==> config.mk <==
export PLATFORM = sky130hd
export DESIGN_NAME = sdr_rd_capture
export DESIGN_NICKNAME = d
export VERILOG_FILES = /design/src/rtl/sdr_rd_capture.sv
export SDC_FILE = /design/constraint.sdc
export NUM_CORES = 1
export LEC_CHECK = 0
export ABC_CLOCK_PERIOD_IN_PS = 4200
export CAP_MARGIN = 20
export CORE_MARGIN = 3
export CORE_UTILIZATION = 58
export DETAILED_ROUTE_END_ITERATION = 6
export DONT_BUFFER_PORTS = 1
export PLACE_DENSITY = 0.76
export SLEW_MARGIN = 30
export SYNTH_ARGS = -nofsm -noshare
export SYNTH_HDL_FRONTEND = slang
export SYNTH_SLANG_ARGS = --single-unit
==> constraint.sdc <==
create_clock -name clk_i -period 4.2 [get_ports clk_i]
set_clock_uncertainty 0.15 [all_clocks]
set_input_delay 0.42 -clock clk_i [delete_from_list [all_inputs] [get_ports clk_i]]
set_output_delay 0.42 -clock clk_i [all_outputs]
set_load 0.01 [all_outputs]
==> src/rtl/sdr_rd_capture.sv <==
`default_nettype none
// ============================================================================
// Module   : sdr_rd_capture
// Purpose  : Picks SDRAM read-burst words off DQ using CAS latency timing and
//            buffers them in a FWFT FIFO with READ-issue credit output.
// Revision : 1.0
// ============================================================================
module sdr_rd_capture #(
    parameter int DSIZE  = 32,
    parameter int FDEPTH = 16
) (
    input  logic             clk_i,
    input  logic             reset_n_i,
    input  logic [1:0]       cas_lat_i,
    input  logic [3:0]       burst_len_i,
    input  logic             rd_cmd_i,
    input  logic [DSIZE-1:0] dq_in_i,
    output logic             rd_allow_o,
    output logic [DSIZE-1:0] rd_data_o,
    output logic             rd_valid_o,
    input  logic             rd_ready_i,
    output logic             busy_o,
    output logic             err_o
);

    localparam int AW = $clog2(FDEPTH);
    localparam int CW = AW + 1;

    logic [DSIZE-1:0] mem_q [FDEPTH];
    logic [AW-1:0]    wptr_q;
    logic [AW-1:0]    rptr_q;
    logic [CW-1:0]    occ_q,  occ_d;
    logic [CW-1:0]    pend_q, pend_d;
    logic [3:0]       cnt_q,  cnt_d;
    logic [3:0]       gap_q,  gap_d;
    logic [2:0]       sr_q,   sr_d;
    logic             err_q,  err_d;

    logic [CW:0]      w_used;
    logic [CW:0]      w_free;
    logic             w_credit_ok;
    logic             w_gap_ok;
    logic             w_accept;
    logic             w_tap;
    logic             w_push;
    logic             w_pop;

    // Credit counts words already stored plus words still owed by the SDRAM.
    assign w_used      = {1'b0, occ_q} + {1'b0, pend_q};
    assign w_free      = (CW+1)'(FDEPTH) - w_used;
    assign w_credit_ok = w_free >= (CW+1)'(burst_len_i);
    assign w_gap_ok    = gap_q >= burst_len_i;
    assign rd_allow_o  = w_credit_ok && w_gap_ok;
    assign w_accept    = rd_cmd_i && rd_allow_o;

    // Tap one stage early so word0 is pushed directly on the tap cycle.
    assign w_tap  = (cas_lat_i == 2'd3) ? sr_q[2] : sr_q[1];
    assign w_push = w_tap || (cnt_q != 4'd0);
    assign w_pop  = rd_valid_o && rd_ready_i;

    assign rd_data_o  = mem_q[rptr_q];
    assign rd_valid_o = (occ_q != '0);
    assign busy_o     = (pend_q != '0);
    assign err_o      = err_q;

    always_comb begin
        occ_d  = occ_q + CW'(w_push) - CW'(w_pop);
        pend_d = pend_q + (w_accept ? CW'(burst_len_i) : CW'(0)) - CW'(w_push);
        sr_d   = {sr_q[1:0], w_accept};
        err_d  = err_q | (rd_cmd_i & ~rd_allow_o);
        gap_d  = gap_q;
        if (w_accept) begin
            gap_d = 4'd1;
        end else if (gap_q < 4'd8) begin
            gap_d = gap_q + 4'd1;
        end
        cnt_d = cnt_q;
        if (w_tap) begin
            cnt_d = burst_len_i - 4'd1;
        end else if (cnt_q != 4'd0) begin
            cnt_d = cnt_q - 4'd1;
        end
    end

    always_ff @(posedge clk_i) begin
        if (!reset_n_i) begin
            for (int i = 0; i < FDEPTH; i++) begin
                mem_q[i] <= '0;
            end
            wptr_q <= '0;
            rptr_q <= '0;
            occ_q  <= '0;
            pend_q <= '0;
            cnt_q  <= 4'd0;
            gap_q  <= 4'd8;
            sr_q   <= 3'd0;
            err_q  <= 1'b0;
        end else begin
            if (w_push) begin
                mem_q[wptr_q] <= dq_in_i;
                wptr_q        <= wptr_q + AW'(1);
            end
            if (w_pop) begin
                rptr_q <= rptr_q + AW'(1);
            end
            occ_q  <= occ_d;
            pend_q <= pend_d;
            cnt_q  <= cnt_d;
            gap_q  <= gap_d;
            sr_q   <= sr_d;
            err_q  <= err_d;
        end
    end

endmodule
`default_nettype wire

* Yosys cells after proc, flatten, opt, wreduce, memory -nomap -nowiden
Memories as Yosys holds them, arrays and structs flattened. A register that Yosys moved wholly into a read port is not among the register bits.
Cells that the tools add are included.
** Storage, ports and cells
- Word-level logic and storage cells :: 55
- Bits in writable memories :: 512
- Register bits after elaboration :: 30
- Memories :: 1
** Memory list
- mem_q :: words 16, width 32, read ports 1, clocked after memory_dff 1, wr ports 16, RTL line 29 : logic [DSIZE-1:0] mem_q [FDEPTH];
** Cells by class
- Magnitude comparators :: 3
- Muxes and demuxes :: 15
- Equality and inequality tests :: 1
- Reductions and logical operators :: 11
- Bitwise logic cells :: 4
- $add $sub $neg :: 11
** Operator list (count)
- $mux W32 :: 1
- $mux W4 :: 8
- $reduce_or A32 Y1 :: 1
- $add A4 B1 Y4 const B :: 3
- $reduce_bool A5 Y1 :: 2
- $sub A5 B1 Y5 :: 2
- $sub A4 B1 Y4 const B :: 2
- $add A5 B5 Y6 :: 1
- $ge A6 B4 Y1 :: 1
- $mux W1 :: 6
- $sub A5 B6 Y6 const A :: 1
- $add A5 B1 Y5 :: 1
- $add A5 B4 Y5 :: 1
- $ge A4 B4 Y1 :: 1
- $lt A4 B4 Y1 const B :: 1
- $reduce_bool A2 Y1 :: 2
- $reduce_bool A4 Y1 :: 1
- $logic_and A1 B1 Y1 :: 3
- $eq A2 B2 Y1 const B :: 1
- $not A1 Y1 :: 2
- $reduce_or A2 Y1 :: 1
- $and A1 B1 Y1 :: 1
- $logic_or A1 B1 Y1 :: 1
- $or A1 B1 Y1 :: 1

* Depth between registers and ports, before layout
- Depth after elaboration :: 8
- Depth in mapped cells :: 20

* Least setup slack after synthesis
Ideal clock, no wire load.
- Path kind :: flip-flop to flip-flop
- Start :: reg occ_q[1]
- End :: reg pend_q[4]
- Slack :: 0.132 ns
- Arrival :: 3.803 ns
- Data required time :: 3.935 ns
- Stages on the path, launching flop included :: 21
- Cell sequence :: dfxtp_1 > ha_1 > inv_1 > ha_1 > fa_1 > xor2_1 > ha_1 > nand2_1 > o2111ai_1 > o211a_1 > nand2_1 > ha_1 > inv_1 > ha_1 > inv_1 > fa_1 > inv_1 > a21o_1 > a21oi_1 > xnor2_1 > and2_1
** On the way
- Longest elaborated chain between the ends :: 8
** RTL lines
- start: declaration :: RTL line 32 : logic [CW-1:0] occ_q, occ_d;
- start signal: assignment :: RTL line 92 : occ_q <= '0;
- start signal: assignment :: RTL line 106 : occ_q <= occ_d;
- $add A5 B5 Y6 :: RTL line 49 : assign w_used = {1'b0, occ_q} + {1'b0, pend_q};
- $sub A5 B6 Y6 :: RTL line 50 : assign w_free = (CW+1)'(FDEPTH) - w_used;
- $ge A6 B4 Y1 :: RTL line 51 : assign w_credit_ok = w_free >= (CW+1)'(burst_len_i);
- $logic_and A1 B1 Y1 :: RTL line 53 : assign rd_allow_o = w_credit_ok && w_gap_ok;
- $logic_and A1 B1 Y1 :: RTL line 54 : assign w_accept = rd_cmd_i && rd_allow_o;
- $mux W4 :: RTL line 68 : pend_d = pend_q + (w_accept ? CW'(burst_len_i) : CW'(0)) - CW'(w_push);
- $add A5 B4 Y5 :: RTL line 68
- $sub A5 B1 Y5 :: RTL line 68
- end signal: assignment :: RTL line 107 : pend_q <= pend_d;
- end: declaration :: RTL line 33 : logic [CW-1:0] pend_q, pend_d;
Every way passes these cells.
A chain may end at the register's enable or synchronous reset.

* Worst setup path in the final report
- Start :: reg pend_q[1]
- End :: reg pend_q[4]
** On the way
- Longest elaborated chain between the ends :: 8
** RTL lines (RTL line)
- $add A5 B5 Y6 :: 49
- $sub A5 B6 Y6 :: 50
- $ge A6 B4 Y1 :: 51
- $logic_and A1 B1 Y1 :: 53
- $logic_and A1 B1 Y1 :: 54
- $mux W4 :: 68
- $add A5 B4 Y5 (*) :: 68
- $sub A5 B1 Y5 (*) :: 68
Mark *: on every way between the ends. The rest lies on a longest branch, timed or not.

==> out/summary.txt <==
CTS Buf Count: 55
Clk Latency, worst-skew pair: 0.60 ns
Yosys warns: 0
Row count: 76
Number of global-route vias before repair: 14290
Sequential cell area fraction in the yosys report: 62.67%
GRT Overall Usage: 25.80%
Post-DRT Antenna Nets: 0
Crit path max fanout: 3
Worst Setup SP: pend_q[1]
Vias post-DR: 13500
Die ar.: 46730 µm²
Initial core utilization: 59.09%
Ports: 78
Layout cell share with drive strength beyond 1: 18.96%
Die Width: 216.2 µm
Period minus WS final: 4.006 ns
Status: finished clean
Post-synth EDFFs: 512
DR DRC count: 0
R2R Setup Slk: 0.19 ns
#FFs+latches synth: 546
Cell area after synthesis: 25620 µm²
Placeable Area: 43360 µm²
Syn_area_per_cell: 16.30 µm²
Leak Pwr: 10.29 nW
Commonest non-fill, non-tap cells in the layout: and2_1, edfxtp_1, mux4_2
Final Max Tran Viols: 0
First-pass iteration count of the detailed router: 5
Final Cycle Share: 95.37%
Placement Setup Slack: 0.01684 ns
Final Setup Violations: 0
CTS tree: built
H-tree levels: 2
Worst path required time: 4.55 ns
Root buf cell: clkbuf_16
Max cap viols: 0
Worst-case clock buffer depth: 3
Crit path kind: reg2reg
Vias/cell: 6.066
Routability cong.: 0.7681
Post-DP HPWL: 32.28 mm
RR Startpoint: pend_q[1]
Num Clock Sinks: 546
Fmax: 249.7 MHz
Worst hold start: rd_cmd_i
Synthesized instance count: 1572
First-pass GRT wire length: 89.39 mm
Total negative slack: 0 ns
Fill count: 3027
Largest net degree at the start of global routing: 60
Synth-to-layout area growth: 10.27%
Crit start category: flop
Initial antenna violation count: 6
Nets: 1677
Synth Flop Type: edfxtp_1
Max_slew headroom: 32.89%
# port buffers: 0
Routed WL: 58.41 mm
Worst Hold Class: in2reg
Final worst setup slack: 0.1945 ns
PwrDens: 543.5 nW/µm²
Grt ovf: 0
Die height: 216.2 µm
Distinct cell type count after synthesis: 51
WP data arrival: 4.35 ns
DR WL/cell: 26.24 µm
Commonest non-fill, non-tap cell in the layout: and2_1
Peak supply drop: 519.9 µV
DRT iter0 DRCs: 1233
Post-synth ARST share: 0%
Worst-Margin Slew: 1.005 ns
Hold WS: 0.04402 ns
Clock transition at path regs: 0.06 ns
Worst Setup End Kind: flop
Hold Fails Final Rpt: 0
Mapped Nets: 1655
[metrics by stage]
step | cell area, µm² | utilization (%) | cells | power, mW
final | 28250 | 65.16 | 2226 | 15.36
after global routing | 28250 | 65.15 | 2225 | 16.07
after CTS | 28230 | 65.11 | 2223 | 15.40
after detailed placement | 26150 | 60.30 | 2083 | 10.67
after global placement | 26150 | 60.30 | 2083 | 10.56
after floorplan | 25620 | - | 1572 | 9.834
[where the power goes]
group | leakage (nW) | switching [mW] | internal [mW]
Combinational | 3.87 | 2.09 | 1.89
Sequential | 5.58 | 0.278 | 6.47
Clock | 0.848 | 2.03 | 2.61
[kinds of logic after synthesis]
| logic type | Yosys count | synth area share, % |
|---|---|---|
| buffers and inverters | 158 | 3.521 |
| AOI/OAI and AO/OA | 32 | 0.8498 |
| adders and majority gates | 41 | 2.090 |
| DFF | 546 | 62.67 |
| muxes | 163 | 14.62 |
| and+or+nand+nor | 614 | 15.64 |
| xor gates and xnor gates | 18 | 0.6153 |
[what timing repair did]
item	4_1_cts	5_1_grt
pin swaps	0	5
gates resized for setup	2	5
setup buffers	0	2
endpoints found under the hold margin	546	0
setup endpoints to repair	1	1
hold buffers	37	0
[sequential cells by signal, indices dropped and copies added (netlist names), named ones only]
signal and flops:
occ_q 5, mem_q 512, rptr_q 4, wptr_q 4
pend_q 5, sr_q 3, err_o 1, cnt_q 4
gap_q 4
[final timing paths]
| path | to | depth (start not counted) |
|---|---|---|
| min reg2reg | sr_q[1] | 1 |
| max reg2reg | pend_q[4] | 20 |
| min | gap_q[1] | 3 |
| max | pend_q[4] | 20 |
[final cells by class]
type	count	area (µm²)	area share [%]
antenna	1	2.502	0.008857
clock buffer	69	1480	5.239
clock inverter	34	221.5	0.7838
inverter	33	128.9	0.4561
multi-input combinational	868	8752	30.98
sequential	546	16070	56.89
tap	585	732.0	2.591
timing repair buffer	90	863.3	3.056
[worst max-delay path, cell delays in order, from the launching register on]
cell and delay [ns]:
dfxtp_2 0.33, ha_1 0.28, inv_1 0.04, ha_1 0.20, fa_2 0.36, xor2_1 0.17
ha_1 0.33, a21oi_2 0.14, o2111ai_2 0.16, o211a_1 0.27, nand2_1 0.07, ha_1 0.22
inv_1 0.06, ha_1 0.16, inv_1 0.06, fa_2 0.39, inv_1 0.06, a21o_1 0.11
a21oi_1 0.07, xnor2_1 0.12, and2_1 0.15
[Yosys cell counts, types with 12 or more instances]
cell type  count  share of area (%)
and2_1       531                 13
edfxtp_1     512                 60
mux4_2       130                 11
clkbuf_1      68                1.0
ha_1          38                1.9
dfxtp_1       34                2.7
inv_1         32               0.47
mux4_1        30                3.1
buf_2         25               0.49
nand2_1       20               0.29
nand2b_1      17               0.42
xnor2_1       13               0.44
buf_6         12               0.53
clkbuf_8      12               0.64
[routing by layer]
metal / vias to the layer above / track usage (%) / part of all wire (%)
met3: 106 / 6.057 / 8.7
li1: 5855 / - / -
met1: 6971 / 34.22 / 38
met2: 563 / 43.37 / 51
met5: - / 0 / 0.072
met4: 8 / 7.266 / 2.4
No activity file was read; power rests on OpenSTA's default activity.
